### config.mk
export PLATFORM = sky130hd
export DESIGN_NAME = instr_fetch_decode_flat
export DESIGN_NICKNAME = d
export VERILOG_FILES = /design/src/rtl/instr_fetch_decode_if.sv /design/src/rtl/instr_fetch_decode.sv /design/src/flat_wrapper.sv
export SDC_FILE = /design/constraint.sdc
export NUM_CORES = 1
export LEC_CHECK = 0
export CAP_MARGIN = 40
export CORE_MARGIN = 1
export CORE_UTILIZATION = 45
export CTS_BUF_LIST = sky130_fd_sc_hd__clkbuf_4 sky130_fd_sc_hd__clkbuf_8
export DETAILED_ROUTE_END_ITERATION = 6
export PLACE_DENSITY = 0.95
export SLEW_MARGIN = 40
export SYNTH_ARGS = -nofsm -noshare
export SYNTH_HDL_FRONTEND = slang
export SYNTH_SLANG_ARGS = --single-unit
### constraint.sdc
create_clock -name Clk -period 2.4 [get_ports Clk]
set_input_delay 0.48 -clock Clk [delete_from_list [all_inputs] [get_ports Clk]]
set_output_delay 0.48 -clock Clk [all_outputs]
set_load 0.02 [all_outputs]
### src/rtl/instr_fetch_decode_if.sv
// Program memory bus between the fetch/decode front end and instruction memory.
// master: drives Addr, receives Data; slave: the memory side.
interface instr_fetch_decode_if #(
  parameter int addr_bus  = 11,
  parameter int data_size = 16
);
  logic [addr_bus-1:0]  Addr;
  logic [data_size-1:0] Data;

  modport master (
    output Addr,
    input  Data
  );

  modport slave (
    input  Addr,
    output Data
  );
endinterface

### src/rtl/instr_fetch_decode.sv
// Fetch/decode front end: PC drives program memory, decodes opcode/operand
// into registered accumulator/RAM control strobes; stops on HLT until reset.
module instr_fetch_decode #(
  parameter int addr_bus  = 11,
  parameter int data_size = 16,
  parameter int opnd_bits = 11
) (
  input  logic                 Clk,
  input  logic                 Reset,
  input  logic                 Enable,
  instr_fetch_decode_if.master bus,
  output logic [data_size-1:0] Operand,
  output logic [opnd_bits-1:0] DataAddr,
  output logic [1:0]           SelA,
  output logic                 SelB,
  output logic                 Op,
  output logic                 WrAcc,
  output logic                 WrRam,
  output logic                 RdRam,
  output logic                 IllegalOp,
  output logic                 Halted
);

  localparam logic [4:0] HLT  = 5'b00000;
  localparam logic [4:0] STO  = 5'b00001;
  localparam logic [4:0] LD   = 5'b00010;
  localparam logic [4:0] LDI  = 5'b00011;
  localparam logic [4:0] ADD  = 5'b00100;
  localparam logic [4:0] ADDI = 5'b00101;
  localparam logic [4:0] SUB  = 5'b00110;
  localparam logic [4:0] SUBI = 5'b00111;

  typedef enum logic {RUN, HALT} state_t;

  typedef struct packed {
    logic       wr_acc;
    logic       wr_ram;
    logic       rd_ram;
    logic [1:0] sel_a;
    logic       sel_b;
    logic       op;
    logic       illegal;
  } ctl_t;

  state_t              state_q, state_d;
  ctl_t                ctl_q, ctl_d;
  logic [addr_bus-1:0] pc_q;
  logic [4:0]          opc;
  logic [opnd_bits-1:0] opnd;
  logic                fire;

  assign opc  = bus.Data[data_size-1 -: 5];
  assign opnd = bus.Data[opnd_bits-1:0];
  assign fire = (state_q == RUN) && Enable;

  always_ff @(posedge Clk or negedge Reset) begin
    if (!Reset) state_q <= RUN;
    else        state_q <= state_d;
  end

  always_comb begin
    state_d = state_q;
    if (fire && opc == HLT) state_d = HALT;
  end

  // Stall, halt and HLT itself all yield an all-zero bubble.
  always_comb begin
    ctl_d = '0;
    if (fire) begin
      unique case (1'b1)
        opc == HLT: ;
        opc == STO: ctl_d.wr_ram = 1'b1;
        opc == LD: begin
          ctl_d.rd_ram = 1'b1;
          ctl_d.wr_acc = 1'b1;
        end
        opc == LDI: begin
          ctl_d.wr_acc = 1'b1;
          ctl_d.sel_a  = 2'd1;
        end
        opc == ADD: begin
          ctl_d.rd_ram = 1'b1;
          ctl_d.wr_acc = 1'b1;
          ctl_d.sel_a  = 2'd2;
        end
        opc == ADDI: begin
          ctl_d.wr_acc = 1'b1;
          ctl_d.sel_a  = 2'd2;
          ctl_d.sel_b  = 1'b1;
        end
        opc == SUB: begin
          ctl_d.rd_ram = 1'b1;
          ctl_d.wr_acc = 1'b1;
          ctl_d.sel_a  = 2'd2;
          ctl_d.op     = 1'b1;
        end
        opc == SUBI: begin
          ctl_d.wr_acc = 1'b1;
          ctl_d.sel_a  = 2'd2;
          ctl_d.sel_b  = 1'b1;
          ctl_d.op     = 1'b1;
        end
        default: ctl_d.illegal = 1'b1;
      endcase
    end
  end

  always_ff @(posedge Clk or negedge Reset) begin
    if (!Reset) begin
      ctl_q    <= '0;
      pc_q     <= '0;
      Operand  <= '0;
      DataAddr <= '0;
    end else begin
      ctl_q <= ctl_d;
      if (fire) begin
        Operand  <= {{(data_size-opnd_bits){opnd[opnd_bits-1]}}, opnd};
        DataAddr <= opnd;
        // PC stays on the HLT word; wraps naturally otherwise.
        if (opc != HLT) pc_q <= pc_q + addr_bus'(1);
      end
    end
  end

  assign bus.Addr  = pc_q;
  assign WrAcc     = ctl_q.wr_acc;
  assign WrRam     = ctl_q.wr_ram;
  assign RdRam     = ctl_q.rd_ram;
  assign SelA      = ctl_q.sel_a;
  assign SelB      = ctl_q.sel_b;
  assign Op        = ctl_q.op;
  assign IllegalOp = ctl_q.illegal;
  assign Halted    = (state_q == HALT);

endmodule

### src/flat_wrapper.sv
// flat-port wrapper written by rule: the top's interface ports become plain ports
module instr_fetch_decode_flat 
#(
  parameter int addr_bus  = 11,
  parameter int data_size = 16,
  parameter int opnd_bits = 11
)
  (Clk, Reset, Enable, Operand, DataAddr, SelA, SelB, Op, WrAcc, WrRam, RdRam, IllegalOp, Halted, bus_Addr, bus_Data);
  instr_fetch_decode_if #(.addr_bus(addr_bus), .data_size(data_size)) bus_i ();
  input  logic Clk;
  input  logic Reset;
  input  logic Enable;
  output logic [data_size-1:0] Operand;
  output logic [opnd_bits-1:0] DataAddr;
  output logic [1:0] SelA;
  output logic SelB;
  output logic Op;
  output logic WrAcc;
  output logic WrRam;
  output logic RdRam;
  output logic IllegalOp;
  output logic Halted;
  output wire logic [$bits(bus_i.Addr)-1:0] bus_Addr;
  input wire logic [$bits(bus_i.Data)-1:0] bus_Data;
  assign bus_Addr = bus_i.Addr;
  assign bus_i.Data = bus_Data;
  instr_fetch_decode #(.addr_bus(addr_bus), .data_size(data_size), .opnd_bits(opnd_bits)) u_core (.Clk(Clk), .Reset(Reset), .Enable(Enable), .bus(bus_i), .Operand(Operand), .DataAddr(DataAddr), .SelA(SelA), .SelB(SelB), .Op(Op), .WrAcc(WrAcc), .WrRam(WrRam), .RdRam(RdRam), .IllegalOp(IllegalOp), .Halted(Halted));
endmodule
## Yosys cells after proc, flatten, opt, wreduce, memory -nomap -nowiden

Index checks and enable logic that the tools add are counted.
Widths: inputs -> output; s select.

| operators by class | value |
|---|---|
| add/sub/neg operators | 1 |
| eq/ne operators | 7 |
| multiplexer cells | 8 |
| bitwise gates (word level) | 1 |
| reduce and logical (&&, ||, !) cells | 11 |

Operators with widths:

| operator | count |
|---|---|
| $eq 5x3->1 const B | 4 |
| $add 11x1->11 const B | 1 |
| $eq 5x2->1 const B | 2 |
| $mux 8 | 1 |
| $reduce_or 8->1 | 1 |
| $mux 1 | 6 |
| $reduce_or 6->1 | 1 |
| $eq 5x1->1 const B | 1 |
| $logic_not 5->1 | 1 |
| $reduce_bool 5->1 | 1 |
| $pmux 2 s2 | 1 |
| $reduce_or 2->1 | 2 |
| $reduce_or 4->1 | 1 |
| $reduce_or 3->1 | 1 |
| $logic_and 1x1->1 | 2 |
| $reduce_and 2->1 | 1 |
| $not 1->1 | 1 |

| word-level totals | value |
|---|---|
| register bits after elaboration | 42 |
| input port bits | 19 |
| output and inout port bits | 47 |
| logic and storage cells | 39 |

## Logic depth before layout (Yosys ltp)

| logic depth | value |
|---|---|
| depth in word-level cells | 4 |
| gate-level depth with buffers | 4 |
| mapped depth without buffers | 4 |

## Worst setup path before layout

Ideal clock, no wire load.

| path | value |
|---|---|
| kind | input-to-reg |
| from | input bus_Data[12] |
| to | register u_core.pc_q[1] (netlist: u_core.bus.Addr[1]) |
| library setup time | 0.125 ns |
| arrival | 1.555 ns |
| data required time | 2.275 ns |
| path slack | 0.720 ns |
| stages | 3 |
| buffers on the path | 0 |
| cell sequence | or4_4 > o21ai_4 > mux2_4 |

| between the ends | value |
|---|---|
| word-level cells in the longest chain between the ends | 2 |

Ends and longest elaborated chain:

| item | line | source |
|---|---|---|
| start, declared | flat_wrapper.sv:24 | `input wire logic [$bits(bus_i.Data)-1:0] bus_Data;` |
| $reduce_bool 5->1 | instr_fetch_decode.sv:120 | `if (opc != HLT) pc_q <= pc_q + addr_bus'(1);` |
| $reduce_and 2->1 (no line) | - |  |
| end signal, assigned | instr_fetch_decode.sv:120 |  |
| end, declared | instr_fetch_decode.sv:47 | `logic [addr_bus-1:0] pc_q;` |

No other way between the ends.
A chain may end at the register's enable or synchronous reset.

==> run metrics <==
dpl ws=around 0.16 ns; final setup vio count=0; critical path launch point type=register; initial DRC count=38; slew margin rel.=approximately 75%; Starting Density=just under 50%; overall die area=roughly 0.0033 mm^2; CP required=1.92 ns; flops & latches, synth=31; commonest non-fill, non-tap cells in the layout=65 x clkdlybuf4s50_1, 35 x nand2_1, 31 x dfrtp_1, 8 x nor2_1; final worst-path setup slack=around 0.48 ns; Crit Path Max Fanout=8; Final Cell Area=roughly 0.0020 mm^2; Mapped Area=between 0.001 and 0.0015 mm^2; sequential share of the synthesized area=56.8%; Max clock buf depth=2; Yosys top cell area share=56.8%; Worst path max stage delay=approximately 0.65 ns; Final Max Tran Viols=0; die height=around 57 um; Net Sw Frac=between 30% and 40%; Flop pwr share=roughly 40%; Util after Layout=a little under three quarters; ys flop type=dfrtp_1; area delta synth->final=47.0%; Crit. End Element=output port; DP Wirelength=roughly 2.4 mm; PostCTS Resize Cnt=0; vias in the first global route=roughly 1.1k; YS warnings=0; Fill cells=between 200 and 250; max-cap viol count=0; most common cell after layout, fill and taps aside=clkdlybuf4s50_1; Post-synth EDFFs=0; std cell rows=19; CTS buffer count=5; number of hold violations in the final report=0; crit path DAT=~1.4 ns; global-route wire length before repair=roughly 5.1 mm; Mapped Avg Cell Area=around 10 um^2; FMAX=approximately 520 MHz; status=finished with violations; syn_nets=151; Netlist cell types=26; H-tree levels=2; GRT Resource Usage Total=21.2%; layout cells sized above 1=8.47%; Routed Antenna Nets=0; CTS Root Cell=clkbuf_4; Die Wd=57.1 um; Setup Fix Bufs, Post-CTS=0; Top Ports=66; Routed WL=around 3.2 mm; port bufs=between 60 and 70; placed cells=approximately 210; TritonRoute pass-1 iters=6; clock-pin slew on the worst setup and hold paths=roughly 0.090 ns; Slew @ Worst Pin=0.363 ns; Setup TNS=0 ns; crit-path cells=clkdlybuf4s50_1; Clock Skew=between 0.004 and 0.005 ns; Final Non-Filler Cells=220; post-synthesis cell count=131; Yosys top cell by area=dfrtp_1; Peak supply drop=about 0.00075 V; Final #Nets=between 200 and 250; leakage=between 0.9 and 1 nW; clock power share=between 15 and 20%; cts-stage hold buffer count=0; Power per Cell Area=913 mW/mm^2; Period Utilization, post-route=approximately four fifths; kind of cell adding the most delay to the critical path=buffers and inverters; grt total ovfl=0; routability cong.=0.706; CTS tree=yes; pin count of the biggest net entering global routing=32; initial antenna violation count=0; Worst-Skew Late Latency=about 0.32 ns; routed via count=1114; Slowest cell on crit path=clkdlybuf4s50_1; Remaining DRCs=14; Clock Sinks=31; failing checks=design-rule violations; combinational share of power=between 40% and 50%; min-delay worst type=register to register; Synth area leaders=dfrtp_1 57%, nand2_1 9.6%, buf_4 8.8%; via/cell ratio=5.06; Crit Path Category=register to output port; NetSw=about 0.00068 W; Placed Area=between 0.0015 and 0.002 mm^2; Routed wire per std cell=roughly 14 um; Internal=about 0.0012 W; # diodes=0; Tmin final=a little under 2 ns; core area=around 0.0028 mm^2; Async SR Flop Fraction=100%; RSZ-0062 raised after global routing=false; critical path buffer and inverter count=1
[registers in the layout (all words and copies together) (netlist names)]
name,flops
u_core.DataAddr,11
u_core.WrRam,1
u_core.SelB,1
u_core.IllegalOp,1
u_core.WrAcc,1
u_core.bus.Addr,11
u_core.SelA,2
u_core.RdRam,1
u_core.Halted,1
u_core.Op,1
[Yosys cell counts (2+ instances only)]
cell type   n
nand2_1    35
dfrtp_1    31
buf_4      16
nor2_1      8
xor2_1      7
inv_1       4
nor3_1      4
xnor2_1     3
and2_1      2
and3_1      2
clkbuf_1    2
nand3_1     2
nor2b_1     2
[metal layers]
metal | vias up | global-route usage [%] | part of all wire [%]
met1 | 533 | 23.2 | 40
met4 | 0 | 9.41 | 1.1
met2 | 60 | 38.3 | 51
met3 | 5 | 5.90 | 7.9
li1 | 516 | - | -
met5 | - | 0 | 0
[final timing paths]
check                                    start                   to  slack, ns  cells past startpoint
setup / recovery           u_core.DataAddr[10]          Operand[11]       0.48                      1
hold / removal             u_core.bus.Addr[10]  u_core.bus.Addr[10]       0.48                      1
setup reg to reg                 u_core.Halted         u_core.RdRam       0.90                      5
hold reg to reg            u_core.bus.Addr[10]  u_core.bus.Addr[10]       0.48                      1
max in group asynchronous                Reset  u_core.DataAddr[10]       1.59                      2
min in group asynchronous                Reset   u_core.DataAddr[7]       0.54                      2
[area by class of cell]
cell class / instances / area (um^2) / share of cell area, %
Clock buffer: 7 / 52.6 / 2.62
Timing Repair Buffer: 68 / 673 / 33.5
Inverter: 4 / 15.0 / 0.748
Sequential cell: 31 / 776 / 38.6
Multi-Input combinational cell: 78 / 448 / 22.3
Tap cell: 31 / 38.8 / 1.93
Clock inverter: 1 / 5.00 / 0.249
[power by group through the flow]
stage | combinational [W] | sequential (W) | clock [W]
floorplan | 0.000314 | 0.000872 | 0
global placement | 0.000758 | 0.000747 | 0
detailed placement | 0.000782 | 0.000755 | 0
CTS | 0.000786 | 0.000748 | 0.000309
global route | 0.000828 | 0.000768 | 0.000334
finish | 0.000780 | 0.000751 | 0.000303
[kinds of logic (layout without fill, tap and decap cells)]
family          after synthesis  in the layout  share of synthesized area, %
fa+ha+maj                     1              1                         0.916
mux                           1              1                          1.10
simple gates                 62             62                          21.2
xor+xnor                     10             10                          6.41
buf+inv                      22             80                          10.4
compound gates                4              4                          3.21
flops                        31             31                          56.8
[through the flow]
stage	hold slack (ns)	power, W
after floorplan	0.184	0.00119
after global placement	0.473	0.00151
after detailed placement	0.467	0.00154
after CTS	0.480	0.00184
after global routing	0.515	0.00193
final	0.479	0.00183
No activity file was read; power rests on OpenSTA's default activity.
